--- src/rtl/wb_uart_tx.sv ---
// wb_uart_tx: Wishbone B3 classic slave transmit UART (8N1).
//
// The CPU pushes bytes into a DEPTH-entry transmit FIFO; a baud counter and
// a four-state shift FSM serialise them on txd. The STATUS and DIVISOR
// registers support both polled and interrupt-driven transmission.
//
// Register map (wb_adr_i):
//   0 DATA    : write pushes wb_dat_i[7:0]; reads return 0
//   1 STATUS  : {level[15:8], 4'b0, ovf, full, empty, busy}; writing bit 3 clears ovf
//   2 DIVISOR : bit period is DIVISOR+1 clocks
//   3 reserved: reads 0, writes ignored
//
// Ports:
//   clk, reset_n            : clock, synchronous active-low reset
//   wb_cyc_i/stb_i/we_i     : Wishbone cycle, strobe, write enable
//   wb_adr_i[1:0]           : word register select
//   wb_dat_i[15:0]          : write data
//   wb_dat_o[15:0]          : registered read data, 0 when wb_ack_o is low
//   wb_ack_o                : registered acknowledge, one cycle per access
//   txd                     : serial output, idles high
//   irq_o                   : high while the FIFO is empty and the FSM is idle
module wb_uart_tx #(
   parameter int          DEPTH     = 16,
   parameter logic [15:0] DIV_RESET = 16'd867
) (
   input  logic        clk,
   input  logic        reset_n,
   input  logic        wb_cyc_i,
   input  logic        wb_stb_i,
   input  logic        wb_we_i,
   input  logic [1:0]  wb_adr_i,
   input  logic [15:0] wb_dat_i,
   output logic [15:0] wb_dat_o,
   output logic        wb_ack_o,
   output logic        txd,
   output logic        irq_o
);
   localparam int AW = $clog2(DEPTH);

   typedef enum logic [1:0] {IDLE, START, DATA, STOP} state_t;

   logic [7:0]  mem [DEPTH];
   logic [AW:0] wr_ptr_reg, rd_ptr_reg;
   logic [AW:0] level;
   logic [7:0]  level8;
   logic        empty, full;
   logic        ovf_reg;
   logic [15:0] div_reg;
   logic        ack_reg;
   logic [15:0] dat_reg;
   logic [15:0] rd_data;
   logic        accept, push_req, push, pop;

   state_t      state_reg, state_next;
   logic [15:0] baud_reg, baud_next;
   logic [2:0]  bit_cnt_reg, bit_cnt_next;
   logic [7:0]  shift_reg, shift_next;
   logic        txd_reg, txd_next;

   // The extra pointer bit distinguishes a full FIFO from an empty one.
   assign level  = wr_ptr_reg - rd_ptr_reg;
   assign level8 = 8'(level);
   assign empty  = (level == '0);
   assign full   = (level == (AW+1)'(DEPTH));

   assign accept   = wb_cyc_i & wb_stb_i & ~ack_reg;
   assign push_req = accept & wb_we_i & (wb_adr_i == 2'd0);
   // full is taken before the edge, so a pop in the same cycle never makes room.
   assign push     = push_req & ~full;

   // Read mux sees the state registered before the accepting edge.
   always_comb begin
      rd_data = '0;
      case (wb_adr_i)
         2'd1:    rd_data = {level8, 4'b0000, ovf_reg, full, empty, state_reg != IDLE};
         2'd2:    rd_data = div_reg;
         default: rd_data = '0;
      endcase
   end

   // FIFO storage: no reset so it maps onto RAM.
   always_ff @(posedge clk) begin
      if (push)
         mem[wr_ptr_reg[AW-1:0]] <= wb_dat_i[7:0];
   end

   always_ff @(posedge clk) begin
      if (!reset_n) begin
         wr_ptr_reg <= '0;
         rd_ptr_reg <= '0;
         ovf_reg    <= 1'b0;
         div_reg    <= DIV_RESET;
         ack_reg    <= 1'b0;
         dat_reg    <= '0;
      end else begin
         ack_reg <= accept;
         dat_reg <= (accept & ~wb_we_i) ? rd_data : '0;
         if (push)
            wr_ptr_reg <= wr_ptr_reg + 1'b1;
         if (pop)
            rd_ptr_reg <= rd_ptr_reg + 1'b1;
         // A drop in the same cycle as a clear wins: the loss must stay visible.
         if (push_req & full)
            ovf_reg <= 1'b1;
         else if (accept & wb_we_i & (wb_adr_i == 2'd1) & wb_dat_i[3])
            ovf_reg <= 1'b0;
         if (accept & wb_we_i & (wb_adr_i == 2'd2))
            div_reg <= wb_dat_i;
      end
   end

   always_ff @(posedge clk) begin
      if (!reset_n) begin
         state_reg   <= IDLE;
         baud_reg    <= '0;
         bit_cnt_reg <= '0;
         shift_reg   <= '0;
         txd_reg     <= 1'b1;
      end else begin
         state_reg   <= state_next;
         baud_reg    <= baud_next;
         bit_cnt_reg <= bit_cnt_next;
         shift_reg   <= shift_next;
         txd_reg     <= txd_next;
      end
   end

   // The baud counter is reloaded from div_reg only at bit boundaries, so a
   // divisor write never shortens or stretches the bit in progress.
   always_comb begin
      state_next   = state_reg;
      baud_next    = baud_reg;
      bit_cnt_next = bit_cnt_reg;
      shift_next   = shift_reg;
      pop          = 1'b0;
      case (state_reg)
         IDLE: begin
            if (!empty) begin
               pop          = 1'b1;
               shift_next   = mem[rd_ptr_reg[AW-1:0]];
               bit_cnt_next = 3'd7;
               baud_next    = div_reg;
               state_next   = START;
            end
         end
         START: begin
            if (baud_reg == '0) begin
               baud_next  = div_reg;
               state_next = DATA;
            end else begin
               baud_next = baud_reg - 1'b1;
            end
         end
         DATA: begin
            if (baud_reg == '0) begin
               baud_next = div_reg;
               if (bit_cnt_reg == '0) begin
                  state_next = STOP;
               end else begin
                  shift_next   = shift_reg >> 1;
                  bit_cnt_next = bit_cnt_reg - 1'b1;
               end
            end else begin
               baud_next = baud_reg - 1'b1;
            end
         end
         STOP: begin
            if (baud_reg == '0) begin
               // Chain straight into the next start bit when data is waiting.
               if (!empty) begin
                  pop          = 1'b1;
                  shift_next   = mem[rd_ptr_reg[AW-1:0]];
                  bit_cnt_next = 3'd7;
                  baud_next    = div_reg;
                  state_next   = START;
               end else begin
                  state_next = IDLE;
               end
            end else begin
               baud_next = baud_reg - 1'b1;
            end
         end
         default: state_next = IDLE;
      endcase

      // txd is registered from the next state so the line is glitch-free.
      case (state_next)
         START:   txd_next = 1'b0;
         DATA:    txd_next = shift_next[0];
         default: txd_next = 1'b1;
      endcase
   end

   assign wb_ack_o = ack_reg;
   assign wb_dat_o = dat_reg;
   assign txd      = txd_reg;
   assign irq_o    = empty & (state_reg == IDLE);

endmodule

--- config.mk ---
export PLATFORM = sky130hd
export DESIGN_NAME = wb_uart_tx
export DESIGN_NICKNAME = d
export VERILOG_FILES = /design/src/rtl/wb_uart_tx.sv
export SDC_FILE = /design/constraint.sdc
export NUM_CORES = 1
export LEC_CHECK = 0
export CAP_MARGIN = 15
export CELL_PAD_IN_SITES_DETAIL_PLACEMENT = 1
export CELL_PAD_IN_SITES_GLOBAL_PLACEMENT = 2
export CORE_ASPECT_RATIO = 0.9
export CORE_MARGIN = 2
export CORE_UTILIZATION = 48
export DETAILED_ROUTE_END_ITERATION = 7
export DONT_BUFFER_PORTS = 1
export HOLD_SLACK_MARGIN = 0.1
export PLACE_DENSITY = 0.86
export SLEW_MARGIN = 20
export SYNTH_ARGS = -nofsm -noshare
export SYNTH_HDL_FRONTEND = slang
export SYNTH_SLANG_ARGS = --single-unit
--- constraint.sdc ---
create_clock -name clk -period 9.6 [get_ports clk]
set_input_delay 0.48 -clock clk [delete_from_list [all_inputs] [get_ports clk]]
set_output_delay 0.48 -clock clk [all_outputs]
set_load 0.1 [all_outputs]
# Word level (Yosys, flattened, before mapping)
# Memory sizes are Yosys's and may differ from the RTL's. A register that Yosys moved wholly into a read port is not among the register bits.
# Index checks and enable logic that the tools add are counted.
# totals
reg_bits,74
ram_bits,128
in_bits,23
out_inout_bits,19
word_cells,86
n_memories,1
# classes
n_addsub,5
n_eq_ne,11
n_mux,32
bitwise_logic,14
reduce_logical,11
# memory_table
memory,words,word_bits,read_ports,rd_ports_with_merged_regs,wr,line_no,rtl
mem,16,8,1,1,1,42,logic [7:0] mem [DEPTH];
# op_table
cell,count
two-way mux 16 bit,3
one-hot mux 16 bit (3 select lines),1
two-way mux 8 bit,4
one-hot mux 16 bit (2 select lines),1
one-hot mux 8 bit (3 select lines),1
logical NOT 16 bit,1
"subtractor 16 x 1 -> 16 bit, second input constant",1
two-way mux 3 bit,4
bitwise AND 1 bit,11
"adder 5 x 1 -> 5 bit, second input constant",2
two-way mux 2 bit,5
one-hot mux 3 bit (3 select lines),1
"== test 2 bit, second input constant",4
two-way mux 4 bit,2
one-hot mux 2 bit (4 select lines),1
two-way mux 1 bit,7
"== test 2 x 1 -> 1 bit, second input constant",3
"!= test 2 bit, second input constant",3
"== test 5 bit, second input constant",1
logical NOT 5 bit,1
subtractor 5 bit,1
logical NOT 2 bit,2
one-hot mux 1 bit (2 select lines),2
AND reduction 4 bit,1
7 further kinds,10

# Depth between registers and ports, before layout
# depth
word_depth,7
mapped_depth,12

# Worst setup path after synthesis
# Ideal clock, no wire load.
# synth_path
path_kind,reg-to-output
from,reg wr_ptr_reg[0]
to,out irq_o
arrival_time_ns,3.249
t_required_ns,9.120
setup_slack_ns,5.871
stages_incl_launch_ff,10
n_path_buf,1
path_cell_list,dfxtp_1 -> inv_1 -> ha_1 -> fa_1 -> xnor2_1 -> nor4b_1 -> or2_2 -> nand2b_1 -> clkbuf_1 -> nor2_1
# synth_via
elab_chain_cells,3
# synth_rtl
element,line_no,rtl
from (decl),43,"logic [AW:0] wr_ptr_reg, rd_ptr_reg;"
from (signal assigned),99,wr_ptr_reg <= wr_ptr_reg + 1'b1;
subtractor 5 bit,61,assign level = wr_ptr_reg - rd_ptr_reg;
logical NOT 5 bit,63,assign empty = (level == '0);
bitwise AND 1 bit,197,assign irq_o = empty & (state_reg == IDLE);
to (decl),36,output logic irq_o
# Every way passes these cells.

# Final worst setup path
# Ends and elaborated chain as after synthesis.

==> impl_metrics.py <==
metrics = {
    "yosys": {
        "synthCells": 678,
        "ys_async_sr_fraction_pct": 0,
        "yosys.area.top_type": "edfxtp_1",
        "postSynthAreaPerCell_um2": 13.1,
        "synth_common_cells": "edfxtp_1, dfxtp_1, nor2_1",
        "ys_seq_area_share_pct": 60.7,
        "synth_edf_count": 128,
        "syn-cell-area_mm2": 0.00890,
        "syn_nets": 722,
        "ys_ff_latch": 206,
        "synth_flop_cell": "edfxtp_1",
        "yosys_warnings": 0,
        "yosysTopAreaCellShare_pct": 43.2,
        "yosysMostFrequentCell": "edfxtp_1",
        "synth.distinct_cells": 65,
        "synth.area.top_cells": "edfxtp_1, dfxtp_1, mux4_2",
    },
    "drt": {
        "drt_iter0_drc": 620,
        "vias_per_cell": 6.09,
        "wl_um": 24200,
        "post_drt_wl_per_cell_um": 25.4,
        "drt.antenna.violating_nets": 0,
        "vias": 5803,
        "drc_errors": 0,
        "first_pass_iters": 5,
    },
    "power": {
        "power_density_mw_per_mm2": 288,
        "peakVddDrop_mv": 0.198,
        "p_leak_nw": 3.40,
    },
    "cts": {
        "cts.sinks": 206,
        "cts_tree": "built",
        "clock_latency_ns": 0.51,
        "clk_path_buf_depth": 3,
        "cts_resized": 0,
        "path_clk_slew_ns": 0.06,
        "root_buffer": "clkbuf_16",
        "htreeDepth": 1,
        "numCtsBuffers": 22,
    },
    "floorplan": {
        "row_count": 47,
        "dieArea_mm2": 0.0196,
        "start_util_pct": 48.7,
        "ios": 42,
        "die_w_um": 148,
        "coreArea_mm2": 0.0183,
        "die_y_um": 133,
    },
    "sta": {
        "max_freq_mhz": 234,
        "fin_crit_ns": 4.28,
        "fin_worst_skew_ns": 0.00774,
        "setup_tns_ns": 0,
        "finalSetupViolations": 0,
        "timing.hold.ws_ns": 0.110,
        "rsz0062_at_grt": "false",
        "worst_slew_pin_slew_ns": 1.13,
        "hold_viol_final": 0,
        "fin_crit_sh_pct": 44.6,
        "slew_headroom_pct": 24.6,
        "slew_viol_final": 0,
    },
    "cells_and_area": {
        "largest_reg_flops": 128,
        "fin_nets": 734,
        "drive_gt1_share_pct": 15.2,
        "area_growth_pct": 12.7,
        "seq_area_mm2": 0.00541,
        "fillers": 1811,
        "multi_input_area_mm2": 0.00333,
    },
    "critical_path": {
        "rrSetupSlack_ns": 5.91,
        "end_kind": "primary output",
        "reg2regPathDepth": 9,
        "worstPathRequired_ns": 9.12,
        "worst-path-max-fanout": 8,
        "cp-start-kind": "register",
        "cp.arrival_ns": 3.80,
        "critical_path_class": "register to primary output",
        "regToRegStartpoint": "wr_ptr_reg[0]",
        "r2r-end": "mem[15][0]",
    },
    "global_route": {
        "grt_start_max_net_pins": 35,
        "met3_usage_pct": 4.35,
        "gr-total-overflow": 0,
        "grt_pass1_vias": 6006,
        "grt_pass1_wl_um": 36700,
        "grt_busiest_layer": "met2",
        "grt_util_met1_pct": 36.3,
        "grt_util_all_layers_pct": 24.8,
        "antenna_found_initial": 2,
        "use_met2_pct": 37.9,
    },
    "worst_hold_path": {
        "hold_depth": 2,
        "hold_end": "div_reg[8]",
        "hp-class": "input pin to register",
        "hp-start": "wb_dat_i[8]",
    },
    "place": {
        "io_buffers": 0,
        "dpl.hpwl_um": 15800,
        "place.gp.congestion": 0.811,
    },
    "job": {
        "max_cap_viol_count": 0,
    },
    "outcome": {
        "status": "complete, no violations",
    },
}
[stage by stage]
step / worst slack [ns] / util (%) / instance area (um2) / std cells / power [mW]
2_1_floorplan: 5.87 / - / 8900 / 678 / 1.79
3_3_place_gp: 6.05 / 49.9 / 9120 / 896 / 1.99
3_5_place_dp: 5.72 / 49.9 / 9120 / 896 / 2.03
4_1_cts: 5.35 / 54.7 / 10000 / 951 / 2.90
5_1_grt: 5.24 / 54.8 / 10000 / 953 / 3.01
6_report: 5.32 / 54.8 / 10000 / 953 / 2.89
[layout make-up]
cell class	count	share of cell area, %
flip-flops and latches	206	53.9
inverters	19	0.711
clock buffers	24	5.56
multi-input cells	421	33.2
diodes	2	0.0499
clock inverters	16	1.68
well taps	245	3.06
repair buffers	20	1.87
[cell families after synthesis]
logic type               synth area share [%]
AO/OA/AOI/OAI                            9.18
XOR/XNOR                                 1.97
adder cells (fa/ha/maj)                  3.04
buffers and inverters                    2.25
flip-flops                               60.7
multiplexers                             11.9
AND/OR/NAND/NOR                          11.0
[layer usage]
layer  wire, um  part of all wire [%]  up-vias
met5          0                     0        -
met3       1550                   6.4       46
li1           -                     -     2583
met4        731                   3.0        0
met2      11400                    47      189
met1      10600                    44     2985
[placed cells by master, fill, tap and decap left out, types with 10 or more instances in the layout]
cell	n
edfxtp_1	128
dfxtp_1	77
nor2_1	69
nand2_1	58
mux4_2	38
a21oi_1	36
clkbuf_16	22
ha_1	20
mux2i_1	19
inv_1	18
dlygate4sd3_1	15
o21ai_0	14
o22ai_1	14
a22oi_1	13
xnor2_1	11
nand3_1	10
[worst max-delay path by stage]
stage                  start  slack (ns)  cells after the start         to
2_1_floorplan  wr_ptr_reg[0]        5.87                      9      irq_o
3_3_place_gp   wr_ptr_reg[0]        6.05                      9  mem[3][0]
3_5_place_dp   wr_ptr_reg[0]        5.72                      9  mem[3][3]
4_1_cts        wr_ptr_reg[0]        5.35                      8      irq_o
5_1_grt        wr_ptr_reg[0]        5.24                      8      irq_o
6_report       wr_ptr_reg[0]        5.32                      8      irq_o
[repair_timing]
action,4_1_cts,5_1_grt
buffers inserted,0,0
endpoints found under the hold margin,139,0
hold buffers,15,0
[report_power, final]
group / switching [mW] / total, mW / internal (mW)
clock network: 0.351 / 0.853 / 0.503
registers: 0.0740 / 1.07 / 0.997
logic: 0.588 / 0.964 / 0.376
total: 1.01 / 2.89 / 1.88
[critical path, stage by stage, from the launching register on]
cell and delay (ns):
dfxtp_1 0.45, inv_1 0.14, ha_1 0.25, fa_1 0.42, xnor2_1 0.18, nor4b_1 0.37, or2_2 0.23, nand2b_1 0.29
nor2_2 0.96
(Power assumes the default switching activity.)
